**src/rtl/mult_rr_arbiter_pkg.sv**
```systemverilog
// mult_rr_arbiter_pkg
//   Shared constants and helpers for the round-robin multiplier arbiter.
//   - DefNumReq / DefDw / DefPipeLat : default build configuration
//   - DefPw                          : default product width (2*DW)
//   - clog2()                        : index width for a requester count (minimum 1)
//   - stage_t                        : operand-stage bundle {valid, id, a, b} at default widths

package mult_rr_arbiter_pkg;

    localparam int unsigned DefNumReq  = 4;
    localparam int unsigned DefDw      = 16;
    localparam int unsigned DefPw      = 2 * DefDw;
    localparam int unsigned DefPipeLat = 2;

    // Returns at least 1 so a 1-bit id field exists even for tiny counts.
    function automatic int unsigned clog2(input int unsigned value);
        int unsigned res;
        res = 1;
        for (int unsigned i = 1; i < 32; i++) begin
            if ((64'd1 << i) < 64'(value)) begin
                res = i + 1;
            end
        end
        return res;
    endfunction

    localparam int unsigned DefIdW = clog2(DefNumReq);

    typedef struct packed {
        logic              valid;
        logic [DefIdW-1:0] id;
        logic [DefDw-1:0]  a;
        logic [DefDw-1:0]  b;
    } stage_t;

endpackage

```
**src/rtl/mult_rr_arbiter_if.sv**
```systemverilog
// mult_rr_arbiter_if
//   Request/response bundle between the requesters, the consumer and the arbiter.
//   - req_valid/req_ready : per-requester handshake (req_ready one-hot or zero)
//   - req_a/req_b         : packed operands, requester i at [i*DW +: DW]
//   - rsp_valid/rsp_ready : result handshake
//   - rsp_id/rsp_prod     : owning requester index and 2*DW-bit product
//   Modports: master = requester/consumer side, slave = arbiter side.

interface mult_rr_arbiter_if #(
    parameter int unsigned NUM_REQ = 4,
    parameter int unsigned DW      = 16,
    parameter int unsigned ID_W    = mult_rr_arbiter_pkg::clog2(NUM_REQ)
);

    logic [NUM_REQ-1:0]    req_valid;
    logic [NUM_REQ-1:0]    req_ready;
    logic [NUM_REQ*DW-1:0] req_a;
    logic [NUM_REQ*DW-1:0] req_b;
    logic                  rsp_valid;
    logic                  rsp_ready;
    logic [ID_W-1:0]       rsp_id;
    logic [2*DW-1:0]       rsp_prod;

    modport master (
        output req_valid, req_a, req_b, rsp_ready,
        input  req_ready, rsp_valid, rsp_id, rsp_prod
    );

    modport slave (
        input  req_valid, req_a, req_b, rsp_ready,
        output req_ready, rsp_valid, rsp_id, rsp_prod
    );

endinterface

```
**src/rtl/mult_rr_arbiter_pipe.sv**
```systemverilog
// mult_rr_arbiter_pipe
//   PIPE_LAT-deep enable-gated register chain around a DWxDW multiplier.
//   Stage 1 captures operands; the product is formed from stage 1 and carried
//   through the remaining stages together with its valid bit and requester id.
//   - i_clk, i_rst       : clock, synchronous active-high reset
//   - i_en               : advance; 0 holds every stage
//   - i_valid, i_id      : entry valid and owner id
//   - i_a, i_b           : operands
//   - o_valid, o_id      : last-stage valid and owner id
//   - o_prod             : 2*DW product
//   - o_busy             : OR of all stage valids

module mult_rr_arbiter_pipe #(
    parameter int unsigned DW       = 16,
    parameter int unsigned ID_W     = 2,
    parameter int unsigned PIPE_LAT = 2,
    parameter bit          SIGNED   = 1'b1
) (
    input  logic            i_clk,
    input  logic            i_rst,
    input  logic            i_en,
    input  logic            i_valid,
    input  logic [ID_W-1:0] i_id,
    input  logic [DW-1:0]   i_a,
    input  logic [DW-1:0]   i_b,
    output logic            o_valid,
    output logic [ID_W-1:0] o_id,
    output logic [2*DW-1:0] o_prod,
    output logic            o_busy
);

    localparam int unsigned PW = 2 * DW;

    typedef struct packed {
        logic            valid;
        logic [ID_W-1:0] id;
        logic [DW-1:0]   a;
        logic [DW-1:0]   b;
    } op_stage_t;

    typedef struct packed {
        logic            valid;
        logic [ID_W-1:0] id;
        logic [PW-1:0]   prod;
    } res_stage_t;

    op_stage_t     r_op;
    logic [PW-1:0] w_a_ext;
    logic [PW-1:0] w_b_ext;
    logic [PW-1:0] w_prod;

    // Extending to PW first makes the low PW bits of the product exact for both modes.
    always_comb begin
        if (SIGNED) begin
            w_a_ext = {{DW{r_op.a[DW-1]}}, r_op.a};
            w_b_ext = {{DW{r_op.b[DW-1]}}, r_op.b};
        end else begin
            w_a_ext = {{DW{1'b0}}, r_op.a};
            w_b_ext = {{DW{1'b0}}, r_op.b};
        end
        w_prod = w_a_ext * w_b_ext;
    end

    always_ff @(posedge i_clk) begin
        if (i_rst) begin
            r_op <= '0;
        end else if (i_en) begin
            r_op.valid <= i_valid;
            r_op.id    <= i_id;
            r_op.a     <= i_a;
            r_op.b     <= i_b;
        end
    end

    if (PIPE_LAT == 1) begin : g_lat1
        assign o_valid = r_op.valid;
        assign o_id    = r_op.id;
        assign o_prod  = w_prod;
        assign o_busy  = r_op.valid;
    end else begin : g_latn
        res_stage_t r_res [PIPE_LAT-1];

        always_ff @(posedge i_clk) begin
            if (i_rst) begin
                for (int i = 0; i < int'(PIPE_LAT) - 1; i++) begin
                    r_res[i] <= '0;
                end
            end else if (i_en) begin
                r_res[0].valid <= r_op.valid;
                r_res[0].id    <= r_op.id;
                r_res[0].prod  <= w_prod;
                for (int i = 1; i < int'(PIPE_LAT) - 1; i++) begin
                    r_res[i] <= r_res[i-1];
                end
            end
        end

        always_comb begin
            o_busy = r_op.valid;
            for (int i = 0; i < int'(PIPE_LAT) - 1; i++) begin
                o_busy = o_busy | r_res[i].valid;
            end
        end

        assign o_valid = r_res[PIPE_LAT-2].valid;
        assign o_id    = r_res[PIPE_LAT-2].id;
        assign o_prod  = r_res[PIPE_LAT-2].prod;
    end

endmodule

```
**src/rtl/mult_rr_arbiter.sv**
```systemverilog
// mult_rr_arbiter
//   Shares one pipelined multiplier among NUM_REQ requesters. A round-robin
//   pointer picks at most one operand pair per cycle; results leave in grant
//   order tagged with the requester index.
//   - i_sys_clk : clock
//   - i_sys_rst : synchronous active-high reset
//   - bus       : request/response bundle (slave side)
//   - o_busy    : any pipeline stage holds a valid entry

module mult_rr_arbiter
    import mult_rr_arbiter_pkg::*;
#(
    parameter int unsigned NUM_REQ  = DefNumReq,
    parameter int unsigned DW       = DefDw,
    parameter int unsigned PIPE_LAT = DefPipeLat,
    parameter bit          SIGNED   = 1'b1
) (
    input  logic              i_sys_clk,
    input  logic              i_sys_rst,
    mult_rr_arbiter_if.slave  bus,
    output logic              o_busy
);

    localparam int unsigned ID_W = clog2(NUM_REQ);

    logic [ID_W-1:0]    r_ptr;
    logic [ID_W-1:0]    w_ptr_next;
    logic               w_adv;
    logic [NUM_REQ-1:0] w_grant;
    logic               w_grant_any;
    logic [ID_W-1:0]    w_grant_id;
    logic [DW-1:0]      w_a;
    logic [DW-1:0]      w_b;
    logic               w_out_valid;
    logic [ID_W-1:0]    w_out_id;
    logic [2*DW-1:0]    w_out_prod;

    // Stall only while a finished result is waiting on the consumer.
    assign w_adv = !(w_out_valid && !bus.rsp_ready);

    // Scan from r_ptr upward with wrap; first valid requester wins.
    always_comb begin
        int unsigned idx;
        w_grant     = '0;
        w_grant_any = 1'b0;
        w_grant_id  = '0;
        idx         = 0;
        if (!i_sys_rst && w_adv) begin
            for (int unsigned k = 0; k < NUM_REQ; k++) begin
                idx = (32'(r_ptr) + k) % NUM_REQ;
                if (!w_grant_any && bus.req_valid[idx]) begin
                    w_grant_any  = 1'b1;
                    w_grant_id   = ID_W'(idx);
                    w_grant[idx] = 1'b1;
                end
            end
        end
    end

    always_comb begin
        if (w_grant_id == ID_W'(NUM_REQ - 1)) begin
            w_ptr_next = '0;
        end else begin
            w_ptr_next = w_grant_id + ID_W'(1);
        end
    end

    always_ff @(posedge i_sys_clk) begin
        if (i_sys_rst) begin
            r_ptr <= '0;
        end else if (w_grant_any) begin
            r_ptr <= w_ptr_next;
        end
    end

    assign w_a = bus.req_a[w_grant_id*DW +: DW];
    assign w_b = bus.req_b[w_grant_id*DW +: DW];

    mult_rr_arbiter_pipe #(
        .DW       (DW),
        .ID_W     (ID_W),
        .PIPE_LAT (PIPE_LAT),
        .SIGNED   (SIGNED)
    ) u_pipe (
        .i_clk   (i_sys_clk),
        .i_rst   (i_sys_rst),
        .i_en    (w_adv),
        .i_valid (w_grant_any),
        .i_id    (w_grant_id),
        .i_a     (w_a),
        .i_b     (w_b),
        .o_valid (w_out_valid),
        .o_id    (w_out_id),
        .o_prod  (w_out_prod),
        .o_busy  (o_busy)
    );

    assign bus.req_ready = w_grant;
    assign bus.rsp_valid = w_out_valid;
    assign bus.rsp_id    = w_out_id;
    assign bus.rsp_prod  = w_out_prod;

endmodule

```
**src/flat_wrapper.sv**
```systemverilog
// flat-port wrapper written by rule: the top's interface ports become plain ports
module mult_rr_arbiter_flat import mult_rr_arbiter_pkg::*;
#(
    parameter int unsigned NUM_REQ  = DefNumReq,
    parameter int unsigned DW       = DefDw,
    parameter int unsigned PIPE_LAT = DefPipeLat,
    parameter bit          SIGNED   = 1'b1
)
  (i_sys_clk, i_sys_rst, o_busy, bus_req_valid, bus_req_a, bus_req_b, bus_rsp_ready, bus_req_ready, bus_rsp_valid, bus_rsp_id, bus_rsp_prod);
  mult_rr_arbiter_if #(.NUM_REQ(NUM_REQ), .DW(DW)) bus_i ();
  input  logic i_sys_clk;
  input  logic i_sys_rst;
  output logic o_busy;
  input wire logic [$bits(bus_i.req_valid)-1:0] bus_req_valid;
  input wire logic [$bits(bus_i.req_a)-1:0] bus_req_a;
  input wire logic [$bits(bus_i.req_b)-1:0] bus_req_b;
  input wire logic [$bits(bus_i.rsp_ready)-1:0] bus_rsp_ready;
  output wire logic [$bits(bus_i.req_ready)-1:0] bus_req_ready;
  output wire logic [$bits(bus_i.rsp_valid)-1:0] bus_rsp_valid;
  output wire logic [$bits(bus_i.rsp_id)-1:0] bus_rsp_id;
  output wire logic [$bits(bus_i.rsp_prod)-1:0] bus_rsp_prod;
  assign bus_i.req_valid = bus_req_valid;
  assign bus_i.req_a = bus_req_a;
  assign bus_i.req_b = bus_req_b;
  assign bus_i.rsp_ready = bus_rsp_ready;
  assign bus_req_ready = bus_i.req_ready;
  assign bus_rsp_valid = bus_i.rsp_valid;
  assign bus_rsp_id = bus_i.rsp_id;
  assign bus_rsp_prod = bus_i.rsp_prod;
  mult_rr_arbiter #(.NUM_REQ(NUM_REQ), .DW(DW), .PIPE_LAT(PIPE_LAT), .SIGNED(SIGNED)) u_core (.i_sys_clk(i_sys_clk), .i_sys_rst(i_sys_rst), .bus(bus_i), .o_busy(o_busy));
endmodule
```
**config.mk**
```make
export PLATFORM = sky130hd
export DESIGN_NAME = mult_rr_arbiter_flat
export DESIGN_NICKNAME = d
export VERILOG_FILES = /design/src/rtl/mult_rr_arbiter_pkg.sv /design/src/rtl/mult_rr_arbiter_if.sv /design/src/rtl/mult_rr_arbiter_pipe.sv /design/src/rtl/mult_rr_arbiter.sv /design/src/flat_wrapper.sv
export SDC_FILE = /design/constraint.sdc
export NUM_CORES = 1
export LEC_CHECK = 0
export ABC_AREA = 1
export ABC_CLOCK_PERIOD_IN_PS = 10450
export CAP_MARGIN = 10
export CORE_ASPECT_RATIO = 0.6
export CORE_MARGIN = 5
export CORE_UTILIZATION = 35
export CTS_BUF_LIST = sky130_fd_sc_hd__clkbuf_16
export DETAILED_ROUTE_END_ITERATION = 7
export GPL_TIMING_DRIVEN = 0
export PLACE_DENSITY_LB_ADDON = 0.05
export SYNTH_ARGS = -nofsm -noshare
export SYNTH_HDL_FRONTEND = slang
export SYNTH_SLANG_ARGS = --single-unit
```
**constraint.sdc**
```tcl
create_clock -name i_sys_clk -period 10.45 [get_ports i_sys_clk]
set_input_delay 1.5675 -clock i_sys_clk [delete_from_list [all_inputs] [get_ports i_sys_clk]]
set_output_delay 1.5675 -clock i_sys_clk [all_outputs]
set_load 0.01 [all_outputs]
```
======== After elaboration in Yosys (flattened, before gate mapping) ========
Memories as Yosys holds them, arrays and structs flattened.
Cells that the tools add are included.
W data, S select, Z words.
word-level totals
  register bits after elaboration ......... 37
  bits in writable memories ............... 35
  input port bits ......................... 135
  output and inout bits ................... 40
  word-level logic and storage cells ...... 87
  memories ................................ 1
memory list
  memory                      depth  width  read ports  clocked after memory_dff  wr ports  RTL line                    RTL
  u_core.u_pipe.g_latn.r_res  1      35     1           0                         3         mult_rr_arbiter_pipe.sv:81  res_stage_t r_res [PIPE_LAT-1];
operators by class
  add/subtract/negate cells ............... 4
  multipliers ............................. 1
  $lt $le $gt $ge ......................... 8
  equal/unequal tests ..................... 1
  shift-type cells ........................ 2
  multiplexer cells ....................... 45
  bitwise operators ....................... 4
  reduce and logical (&&, ||, !) cells .... 16
operator list
  operator               count
  $shiftx A64 B7 Y16     2
  $mux W35               1
  $reduce_or A35 Y1      1
  $mul A16 B16 Y32       1
  $mux W4                8
  $mux W1                21
  $mux W2                7
  $lt A2 B3 Y1 const B   4
  $or A4 B4 Y4           3
  $logic_and A1 B1 Y1    9
  $bmux W1 S2            4
  $demux W1 S2           4
  $ge A2 B1 Y1 const B   4
  $logic_not A1 Y1       6
  $add A2 B1 Y2 const B  2
  $add A2 B2 Y2 const B  2
  $eq A2 B2 Y1 const B   1
  $or A1 B1 Y1           1

======== Logic depth before layout (Yosys ltp) ========
  word-level depth ........................ 19
  gate-level depth with buffers ........... 27
  mapped depth without buffers ............ 25

======== Cells and area by module ========
From an unflattened synthesis, not the netlist that was laid out.
unflattened totals
  cell total of the unflattened synthesis .. 2095
  area, all modules ....................... 15423.5 sq um
by module, submodules not included
  module                instances  cells an instance  area an instance (sq um)  seq. area each (sq um)
  mult_rr_arbiter_pipe  1          1714               13212.7                   1751.7
  mult_rr_arbiter       1          381                2210.9                    40.0

======== Least setup slack after synthesis ========
No wires, ideal clock.
  path type ............................... register to register
  from .................................... register u_core.u_pipe.r_op[31] in the netlist's numbering
  to ...................................... memory u_core.u_pipe.g_latn.r_res[0][27] in the netlist's numbering (data pin)
  setup time .............................. 0.253 ns
  arrival ................................. 5.504 ns
  required time ........................... 10.197 ns
  path slack .............................. 4.693 ns
  cell stages (with the launch flop) ...... 22
  path buffers ............................ 2
  clock period less this slack ............ 5.757 ns
  cells stage by stage .................... dfxtp_1 -> clkbuf_1 -> clkbuf_1 -> nand2_1 -> inv_1 -> fa_1 -> fa_1 -> fa_1 -> fa_1 -> fa_1 -> inv_1 -> fa_1 -> inv_1 -> ha_1 -> nand2_1 -> nor3_1 -> nand4_1 -> nand3_1 -> a21o_1 -> nand2_1 -> nand2_1 -> nor2_1
RTL lines
  item                RTL line                    RTL
  start: declaration  mult_rr_arbiter_pipe.sv:47  op_stage_t r_op;
  end: declaration    mult_rr_arbiter_pipe.sv:81

==> metrics <==
#FFs+latches synth 72; largest family of logic cells by synthesized area adder cells; synth unique cells 40; DRC 0; metal1 wirelength 26600 um; design area 17100 um2; Die Footprint 45400 um2; Clock Tree Root clkbuf_16; Pre-antenna DRT Iters 5; Resize count post-CTS 0; Worst-Margin Slew 0.926 ns; Mapped Cells 1887; DP Area 16800 um2; XOR/XNOR share of the synthesized area 0.608%; Final ANT Viol Nets 0; register area share after synthesis 12.4%; routed len/inst 19.2 um; proportion of synthesized area in mux cells 0%; dpl cells 2593; clk slew on worst S/H paths 0.06 ns; Tmin final 7.00 ns; met3 wire length 3910 um; IO buf count 174; chip height 167 um; Starting Density 35.5%; vias in the first global route 12700; # IOs 175; WP data required 10.54 ns; # setup viols final 0; HP Class flip-flop to flip-flop; Via density 4.79; critical path arrival 7.09 ns; slew margin rel. 38.3%; Via Count 12500; Starting DRT DRC Count 1208; Area growth syn-to-layout 19.0%; final wirelength 50000 um; num rows 57; GRT Util Overall 22.6%; clk_skew 0.0159 ns; Setup Buffers After CTS 0; cts bufs inserted 9; run status complete, no violations; Post-Synth Adder-Cell Area 44.2%; Detailed Place HPWL 42600 um; Clock Latency Late Sink 0.37 ns; final worst path period share 67.0%; # H-tree levels 3; Syn. warnings 0; CTS Sinks 72; simple-gate share of the synthesized area 22.3%; RSZ-0062 raised after global routing false; Fmax achieved 143 MHz; layout net count 2560; Die Span X 272 um; Compound-Gate Fraction of Synth Area 5.12%; Mean Syn Cell Area 7.63 um2; CP Capture Type flip-flop; gr ovfl total 0; CP Launch Type flip-flop; Total Neg Setup Slack 0 ns; first-pass GRT wire length 78100 um; Routed met2 length 19000 um; largest net degree at the start of global routing 26; Final Hold Fails 0; Top Metal Used met4; fraction of layout cells with a size suffix above 1 3.13%; Mapped Nets 2374; hold_buf cts 0; GPL Wtd Cong 0.939; initial antenna violation count 0; diodes inserted 0; worst-path maximum fanout 10; pins over their slew limit 0; synthesized cell area 14400 um2; Worst Setup Path Type flip-flop to flip-flop; TritonCTS clock tree done; core footprint 40600 um2; Clock Tree Buf Depth 2; Non-Filler Instances 2609; Max-Cap Viols 0
[per-layer routing]
metal | track usage (%) | vias to the layer above
met5 | 0 | -
met4 | 2.81 | 0
met3 | 5.29 | 42
met2 | 30.0 | 392
met1 | 37.4 | 6078
li1 | - | 5977
[cells in the final DEF (no fill, tap or decap), types with 13 or more instances in the layout]
cell / n
nand2_1: 472
inv_1: 453
fa_1: 262
nand3_1: 185
clkdlybuf4s50_1: 174
ha_1: 90
clkbuf_1: 73
nor2_1: 71
a21oi_1: 59
o21ai_0: 46
dfxtp_1: 37
edfxtp_1: 35
buf_4: 13
[critical path, cell delays in order (launching register included)]
cell	delay [ns]
dfxtp_1	0.30
clkbuf_1	0.45
clkbuf_1	0.65
nand2_1	0.18
fa_1	0.54
fa_1	0.53
fa_1	0.52
inv_1	0.05
fa_1	0.49
fa_1	0.50
inv_1	0.08
fa_1	0.62
inv_1	0.08
ha_1	0.37
a21oi_1	0.31
o21ai_0	0.23
a21oi_1	0.14
o21ai_0	0.20
a21oi_1	0.27
nand2_1	0.07
nor3b_1	0.14
[worst paths after layout]
path | from | to | slack [ns] | cells after the start
setup reg to reg | u_core.u_pipe.r_op[28] | u_core.u_pipe.g_latn.r_res[0][18] | 3.45 | 20
hold reg to reg | u_core.u_pipe.r_op[15] | u_core.u_pipe.r_op[15] | 0.46 | 2
setup / recovery | u_core.u_pipe.r_op[28] | u_core.u_pipe.g_latn.r_res[0][18] | 3.45 | 20
hold / removal | u_core.u_pipe.r_op[15] | u_core.u_pipe.r_op[15] | 0.46 | 2
[layout make-up]
type | instances | area (um2)
clock inverter | 7 | 82.6
buffer | 101 | 490
inverter | 456 | 1720
fill | 4207 | 23400
sequential | 72 | 1790
tap | 531 | 664
timing repair buffer | 175 | 1760
clock buffer | 9 | 225
multi-input combinational | 1258 | 10400
[kinds of logic (layout without fill, tap and decap cells)]
group                      after synthesis  after routing
AOI/OAI and AO/OA                      133            133
buffers and inverters                  557            748
adders and majority gates              352            352
xor gates and xnor gates                10             10
and+or+nand+nor                        763            763
DFF                                     72             72
[state kept, by name, summed over array words and instances (netlist names)]
| signal | cells |
|---|---|
| u_core.r_ptr | 2 |
| u_core.u_pipe.g_latn.r_res | 35 |
| u_core.u_pipe.r_op | 35 |
[per-stage QoR]
| step | util [%] | setup WS (ns) | hold slack [ns] |
|---|---|---|---|
| 2_1_floorplan | - | 4.69 | 0.426 |
| 3_3_place_gp | 41.4 | 3.53 | 0.446 |
| 3_5_place_dp | 41.5 | 3.58 | 0.451 |
| 4_1_cts | 42.2 | 3.52 | 0.460 |
| 5_1_grt | 42.2 | 3.03 | 0.487 |
| 6_report | 42.2 | 3.45 | 0.460 |
[cells in the mapped netlist (all sizes together)]
| master | instances | area, um2 |
|---|---|---|
| a211oi | 1 | 12.5 |
| a21boi | 6 | 45.0 |
| a21o | 6 | 45.0 |
| a21oi | 59 | 295 |
| a31oi | 1 | 6.26 |
| buf | 28 | 216 |
| clkbuf | 73 | 274 |
| dfxtp | 37 | 741 |
| edfxtp | 35 | 1050 |
| fa | 262 | 5250 |
| ha | 90 | 1130 |
| inv | 456 | 1720 |
| nand2 | 481 | 1840 |
| nand3 | 186 | 936 |
| nand3b | 2 | 15.0 |
| nand4 | 8 | 56.3 |
| nor2 | 72 | 278 |
| nor3 | 6 | 30.0 |
| nor3b | 1 | 7.51 |
| nor4 | 2 | 12.5 |
| o211ai | 2 | 15.0 |
| o21a | 7 | 52.6 |
| o21ai | 47 | 235 |
| o21bai | 1 | 7.51 |
| o221ai | 1 | 8.76 |
| o22ai | 1 | 6.26 |
| o31ai | 1 | 7.51 |
| or2 | 5 | 31.3 |
| xnor2 | 7 | 61.3 |
| xor2 | 3 | 26.3 |
Power is left out: the tool's default activity adds up to more than one toggle a clock period on the data nets, which glitch-free logic cannot reach.
